--- src/rtl/freq_meter_pkg.sv ---
// Shared types and helpers for the slow-signal frequency meter.
// Pure declarations, no logic and no latency.
// Nothing here handles backpressure; it is consumed by freq_meter and friends.
package freq_meter_pkg;

  typedef enum logic {
    FM_IDLE    = 1'b0,
    FM_MEASURE = 1'b1
  } fm_state_t;

  // Number of periods averaged when averaging is built in, as a power of two.
  localparam int FM_AVG_LOG2 = 2;

  // Counter width needed to hold one period of target_hz counted at clk_hz.
  function automatic int fm_cnt_width(input int clk_hz, input int target_hz);
    return $clog2(clk_hz / target_hz + 1);
  endfunction

endpackage

--- src/rtl/sync_edge.sv ---
// Synchronizes a slow async input and emits one-cycle rise/fall pulses.
// Latency: async_in transition to rise_p/fall_p is SYNC_STAGES+1 cycles; level leads by one.
// No backpressure; pulses are single-cycle and must be consumed when seen.
module sync_edge #(
  parameter int SYNC_STAGES = 2
) (
  input  logic clk_100mhz,
  input  logic rst,
  input  logic async_in,
  output logic level,
  output logic rise_p,
  output logic fall_p
);

  logic [SYNC_STAGES-1:0] sync_q;
  logic                   level_d;

  generate
    if (SYNC_STAGES < 2) begin : g_bad_stages
      $error("sync_edge: SYNC_STAGES must be at least 2");
    end
  endgenerate

  assign level = sync_q[SYNC_STAGES-1];

  // Synchronizer chain followed by a registered edge detector.
  always_ff @(posedge clk_100mhz) begin
    if (rst) begin
      sync_q  <= '0;
      level_d <= 1'b0;
      rise_p  <= 1'b0;
      fall_p  <= 1'b0;
    end else begin
      sync_q  <= {sync_q[SYNC_STAGES-2:0], async_in};
      level_d <= level;
      rise_p  <= level & ~level_d;
      fall_p  <= ~level & level_d;
    end
  end

endmodule

--- src/rtl/freq_meter.sv ---
// Measures period and high time of slow async sig_in in clk_100mhz cycles; optional FREQ_METER_AVG_EN averages 4 periods.
// Latency: period_valid one cycle after the closing rise_p (sig_in edge + SYNC_STAGES+2 cycles).
// No backpressure: results are held until the next update, period_valid is a one-cycle strobe.
module freq_meter
  import freq_meter_pkg::*;
#(
  parameter int CNT_W       = 24,
  parameter int MAX_PERIOD  = 12_000_000,
  parameter int SYNC_STAGES = 2
) (
  input  logic             clk_100mhz,
  input  logic             rst,
  input  logic             sig_in,
  output logic [CNT_W-1:0] period_out,
  output logic [CNT_W-1:0] high_out,
  output logic             period_valid,
  output logic             timeout,
  output logic             busy
);

  localparam logic [CNT_W-1:0] MAX_CNT = CNT_W'(MAX_PERIOD);

  generate
    if ((MAX_PERIOD < 1) || (longint'(MAX_PERIOD) >= (longint'(1) << CNT_W))) begin : g_bad_max
      $error("freq_meter: MAX_PERIOD must be in 1 .. 2**CNT_W-1");
    end
  endgenerate

  fm_state_t        state_q, state_d;
  logic             sig_level, rise_p, fall_p;
  logic             arm, close, expire;
  logic [CNT_W-1:0] cnt, hi_cnt, high_now;
  logic             low_seen;

  sync_edge #(.SYNC_STAGES(SYNC_STAGES)) u_sync_edge (
    .clk_100mhz (clk_100mhz),
    .rst        (rst),
    .async_in   (sig_in),
    .level      (sig_level),
    .rise_p     (rise_p),
    .fall_p     (fall_p)
  );

  // A period with no low level seen never fell: it was high for all of it.
  assign high_now = low_seen ? hi_cnt : cnt;

  // State register.
  always_ff @(posedge clk_100mhz) begin
    if (rst) state_q <= FM_IDLE;
    else     state_q <= state_d;
  end

  // Next state and control strobes; a rise on the limit cycle wins over the timeout.
  always_comb begin
    state_d = state_q;
    arm     = 1'b0;
    close   = 1'b0;
    expire  = 1'b0;
    busy    = (state_q == FM_MEASURE);
    case (state_q)
      FM_IDLE: begin
        if (rise_p) begin
          arm     = 1'b1;
          state_d = FM_MEASURE;
        end
      end
      FM_MEASURE: begin
        if (rise_p) begin
          close = 1'b1;
        end else if (cnt == MAX_CNT) begin
          expire  = 1'b1;
          state_d = FM_IDLE;
        end
      end
      default: state_d = FM_IDLE;
    endcase
  end

`ifdef FREQ_METER_AVG_EN
  logic [CNT_W+FM_AVG_LOG2-1:0] avg_acc, avg_sum;
  logic [FM_AVG_LOG2-1:0]       avg_idx;
  logic [CNT_W-1:0]             avg_mean;

  assign avg_sum  = avg_acc + {{FM_AVG_LOG2{1'b0}}, cnt};
  assign avg_mean = avg_sum[CNT_W+FM_AVG_LOG2-1:FM_AVG_LOG2];

  // Accumulate closed periods; restart the group after every full set or a timeout.
  always_ff @(posedge clk_100mhz) begin
    if (rst || expire) begin
      avg_acc <= '0;
      avg_idx <= '0;
    end else if (close) begin
      avg_acc <= (&avg_idx) ? '0 : avg_sum;
      avg_idx <= avg_idx + 1'b1;
    end
  end
`endif

  // Period/high counters and the held result registers.
  always_ff @(posedge clk_100mhz) begin
    if (rst) begin
      cnt          <= '0;
      hi_cnt       <= '0;
      low_seen     <= 1'b0;
      period_out   <= '0;
      high_out     <= '0;
      period_valid <= 1'b0;
      timeout      <= 1'b0;
    end else begin
      period_valid <= 1'b0;
      if (arm || close) begin
        cnt      <= CNT_W'(1);
        hi_cnt   <= '0;
        low_seen <= 1'b0;
      end else if ((state_q == FM_MEASURE) && !expire) begin
        cnt <= cnt + 1'b1;
        if (fall_p)     hi_cnt   <= cnt;
        if (!sig_level) low_seen <= 1'b1;
      end
      if (close) begin
        timeout <= 1'b0;
`ifdef FREQ_METER_AVG_EN
        if (&avg_idx) begin
          period_out   <= avg_mean;
          high_out     <= high_now;
          period_valid <= 1'b1;
        end
`else
        period_out   <= cnt;
        high_out     <= high_now;
        period_valid <= 1'b1;
`endif
      end
      if (expire) timeout <= 1'b1;
    end
  end

endmodule

--- config.mk ---
export PLATFORM = sky130hd
export DESIGN_NAME = freq_meter
export DESIGN_NICKNAME = d
export VERILOG_FILES = /design/src/rtl/freq_meter_pkg.sv /design/src/rtl/sync_edge.sv /design/src/rtl/freq_meter.sv
export SDC_FILE = /design/constraint.sdc
export NUM_CORES = 1
export LEC_CHECK = 0
export CAP_MARGIN = 30
export CORE_ASPECT_RATIO = 0.5
export CORE_MARGIN = 1.5
export CORE_UTILIZATION = 59
export CTS_CLUSTER_DIAMETER = 60
export DETAILED_ROUTE_END_ITERATION = 12
export PLACE_DENSITY = 0.88
export SYNTH_ARGS = -nofsm -noshare
export SYNTH_HDL_FRONTEND = slang
export SYNTH_SLANG_ARGS = --single-unit
export TNS_END_PERCENT = 5
--- constraint.sdc ---
create_clock -name clk_100mhz -period 3.8 [get_ports clk_100mhz]
set_input_delay 0.76 -clock clk_100mhz [delete_from_list [all_inputs] [get_ports clk_100mhz]]
set_output_delay 0.76 -clock clk_100mhz [all_outputs]
set_load 0.02 [all_outputs]
==> summary.md <==
| Metric | Value |
|---|---|
| H-tree depth | `3` |
| Post-DP HPWL | `6.63 mm` |
| Syn nets | `502` |
| # rows | `22` |
| CTS tree | `built` |
| Hold_sp | `u_sync_edge.level_d` |
| Main combinational cell family by area after synthesis | `simple AND/OR/NAND/NOR gates` |
| Cts bufs inserted | `9` |
| Ant diodes | `0` |
| Synth Area in Simple Gates | `21.8%` |
| Adder-Cell Fraction of Synth Area | `0.565%` |
| Min-Delay Path Depth | `1` |
| Max incr delay on CP | `0.71 ns` |
| Synthesized area | `4430 um2` |
| CP arrival | `1.61 ns` |
| Die H | `64.3 um` |
| Final Hold Vio Count | `0` |
| RD Place Congestion | `0.852` |
| Die area | `8060 um2` |
| Clock network power share | `44.2%` |
| Hold worst-path end | `u_sync_edge.rise_p` |
| Leak | `0.00171 uW` |
| WS Path Type | `flop to output pin` |
| Number of global-route vias before repair | `3385` |
| Post-synthesis compound-gate area fraction | `11.7%` |
| Clk buf depth | `2` |
| Starting density of the core | `60.7%` |
| Layout cell share with drive strength beyond 1 | `6.46%` |
| DR iter-0 viols | `279` |
| Clk slew on worst S/H paths | `0.07 ns` |
| Vias/cell | `5.81` |
| Yosys top cell by area | `dfxtp_1` |
| Synthesized-area fraction occupied by xor and xnor cells | `1.98%` |
| Count of buffer and inverter cells on the critical path | `1` |
| Antenna violations before repair | `0` |
| RR Startpoint | `cnt[0]` |
| Clock Tree Root | `clkbuf_16` |
| Worst setup SP type | `flop` |
| CP max stage cell | `clkdlybuf4s50_1` |
| Post-Synthesis Cells | `497` |
| Post-synthesis sequential area ratio | `47.5%` |
| Largest cells by area after synthesis | `dfxtp_1 47%, mux2i_1 11%, nand2_1 8.8%` |
| Yosys warns | `0` |
| Total GRT Usage | `26.1%` |
| Nets | `526` |
| Cts hold-fix bufs | `0` |
| Top delay family on crit path | `buffers and inverters` |
| Comb pwr share | `2.4%` |
| Max-slew violations | `0` |
| Slew margin rel. | `30.7%` |
| Hold WC Path Type | `flop to flop` |
| Vias | `3616` |
| Final setup TNS | `0 ns` |
| Post-CTS setup buffer count | `0` |
| Number of port buffers | `53` |
| Die Wd | `126 um` |
| Sw Ratio | `21.7%` |
| Max Clk Rate | `421 MHz` |
| Switching power | `453 uW` |
| RSZ-0062 raised after global routing | `false` |
| Mux contribution to synthesized area | `11.1%` |
| Outcome | `completed` |
| Post-synth ARST share | `0%` |
| Yosys reg bits | `105` |
| First-pass GRT wire length | `16.6 mm` |
| Syn_area_per_cell | `8.91 um2` |
| Cell Int Power | `1630 uW` |
| Clk_lat worst skew | `0.35 ns` |
| Drt drc | `0` |
| Final WL | `9.94 mm` |
| Share of the synthesized area in the top cell type | `47.5%` |
| Placed instance area | `4880 um2` |
| Initial DRT Pass Iterations | `5` |
| Fin area | `5180 um2` |
| Reg2Reg Depth | `6` |
| Core Area | `7290 um2` |
| IO Pins | `54` |
| Area growth from synthesis to layout | `17.0%` |
| CP endpoint kind | `output pin` |
| Reg-to-Reg End | `hi_cnt[16]` |
| Minimum clock period | `2.37 ns` |
| PostCTS Resize Cnt | `0` |
| GRT overflow | `0` |
| Power Density | `402 nW/um2` |
| Worst-path cell chain | `clkdlybuf4s50_1` |
| CTS Sinks | `105` |
| Fin crit share | `62.5%` |
| Post-synth EDFFs | `0` |
| Largest net degree at the start of global routing | `52` |
| Cell variety after synth | `45` |
| Final setup viols | `0` |
| Actual slew at the worst max-slew pin | `1.04 ns` |
| Req. time, crit path | `3.04 ns` |
| Post-DRT Antenna Nets | `0` |
| Synth Flop Type | `dfxtp_1` |
| CP max FO | `13` |
| Register share of total power | `53.4%` |
| Average routed wire per standard cell | `16.0 um` |
| Final-layout fill cell count | `544` |
| Max IR drop VDD | `0.267 mV` |
| Flop-to-flop setup slack | `1.57 ns` |
| Max cap viols | `0` |
| Skew final | `0.00598 ns` |
-- cells in the mapped netlist (2+ instances only) --
| library cell | number |
|---|---|
| inv_1 | 4 |
| a211oi_1 | 24 |
| nor2_1 | 41 |
| and4_2 | 2 |
| and4_4 | 2 |
| xor2_1 | 6 |
| a21oi_1 | 36 |
| xnor2_1 | 4 |
| o31ai_1 | 5 |
| mux2i_1 | 49 |
| ha_1 | 2 |
| or3_1 | 4 |
| clkbuf_1 | 24 |
| nor3b_1 | 2 |
| nor2b_1 | 4 |
| dfxtp_1 | 105 |
| and2_1 | 4 |
| o21ai_0 | 5 |
| buf_2 | 13 |
| or4_1 | 5 |
| nand3_1 | 9 |
| nand4_1 | 7 |
| and4_1 | 2 |
| buf_6 | 5 |
| nor4_1 | 5 |
| nand4_4 | 2 |
| and3_1 | 5 |
| nand2_1 | 104 |
-- metrics by stage --
stage	setup slack, ns	instances	total power [uW]	hold slack (ns)	utilization [%]
after floorplan	2.12	497	1170	0.383	-
after global placement	1.71	606	1190	0.389	66.9
after detailed placement	1.64	606	1190	0.400	66.9
after CTS	1.43	622	2090	0.412	71.0
after global routing	1.36	622	2140	0.438	71.0
final	1.43	622	2080	0.418	71.0
-- power by group through the flow --
stage / Clock [uW] / Combinational, uW / Sequential (uW)
3_3_place_gp: 0 / 48.7 / 1140
4_1_cts: 926 / 50.2 / 1110
6_report: 919 / 50.2 / 1110
2_1_floorplan: 0 / 39.4 / 1130
5_1_grt: 971 / 55.0 / 1110
3_5_place_dp: 0 / 49.8 / 1140
-- flip-flops by register name, indices dropped and copies added (netlist names) --
| register | flops |
|---|---|
| low_seen | 1 |
| period_valid | 1 |
| timeout | 1 |
| u_sync_edge.sync_q | 2 |
| hi_cnt | 24 |
| period_out | 24 |
| u_sync_edge.fall_p | 1 |
| busy | 1 |
| cnt | 24 |
| u_sync_edge.rise_p | 1 |
| u_sync_edge.level_d | 1 |
| high_out | 24 |
-- cell type report --
type	count	area (um2)	share of cell area (%)
inverter	4	15.0	0.290
clock buffer	9	225	4.35
tap	96	120	2.32
multi-input combinational	344	2090	40.4
clock inverter	7	71.3	1.38
timing repair buffer	57	556	10.7
sequential	105	2100	40.6
-- worst reg2reg max path, delay by kind of cell (launching register included) --
family | cells | cell delay [ns]
AND/OR/NAND/NOR | 2 | 0.37
buffers and inverters | 1 | 0.10
adder cells (fa/ha/maj) | 1 | 0.20
multiplexers | 1 | 0.28
AO/OA/AOI/OAI | 1 | 0.74
flip-flops | 1 | 0.47
-- routing by layer --
metal / share of wire [%] / track usage [%] / routed length (um)
met5: 0 / 0 / 0
met4: 1.2 / 7.10 / 115
met3: 6.2 / 6.70 / 619
met2: 45 / 40.8 / 4470
met1: 48 / 35.9 / 4740
-- how the worst max path moves through the flow --
stage | cells past startpoint | startpoint | slack, ns | end
4_1_cts | 1 | busy | 1.43 | busy
6_report | 1 | busy | 1.43 | busy
2_1_floorplan | 7 | cnt[0] | 2.12 | hi_cnt[10]
3_3_place_gp | 6 | cnt[0] | 1.71 | hi_cnt[10]
3_5_place_dp | 6 | cnt[0] | 1.64 | hi_cnt[16]
5_1_grt | 1 | busy | 1.36 | busy
-- cells in the final DEF, fill, tap and decap left out, types with 7 or more instances in the layout --
cell / Yosys / routed
dfxtp_1: 105 / 105
nand2_1: 104 / 104
clkdlybuf4s50_1: 0 / 52
mux2i_1: 49 / 49
nor2_1: 41 / 40
a21oi_1: 36 / 36
a211oi_1: 24 / 24
nand3_1: 9 / 9
clkbuf_16: 0 / 9
nand4_1: 7 / 7
-- logic make-up after synthesis --
group | Yosys count
flip-flops | 105
adder cells (fa/ha/maj) | 2
AND/OR/NAND/NOR | 203
XOR/XNOR | 10
buffers and inverters | 48
multiplexers | 49
AO/OA/AOI/OAI | 80
Note: power is estimated with default switching activity, not from simulation.
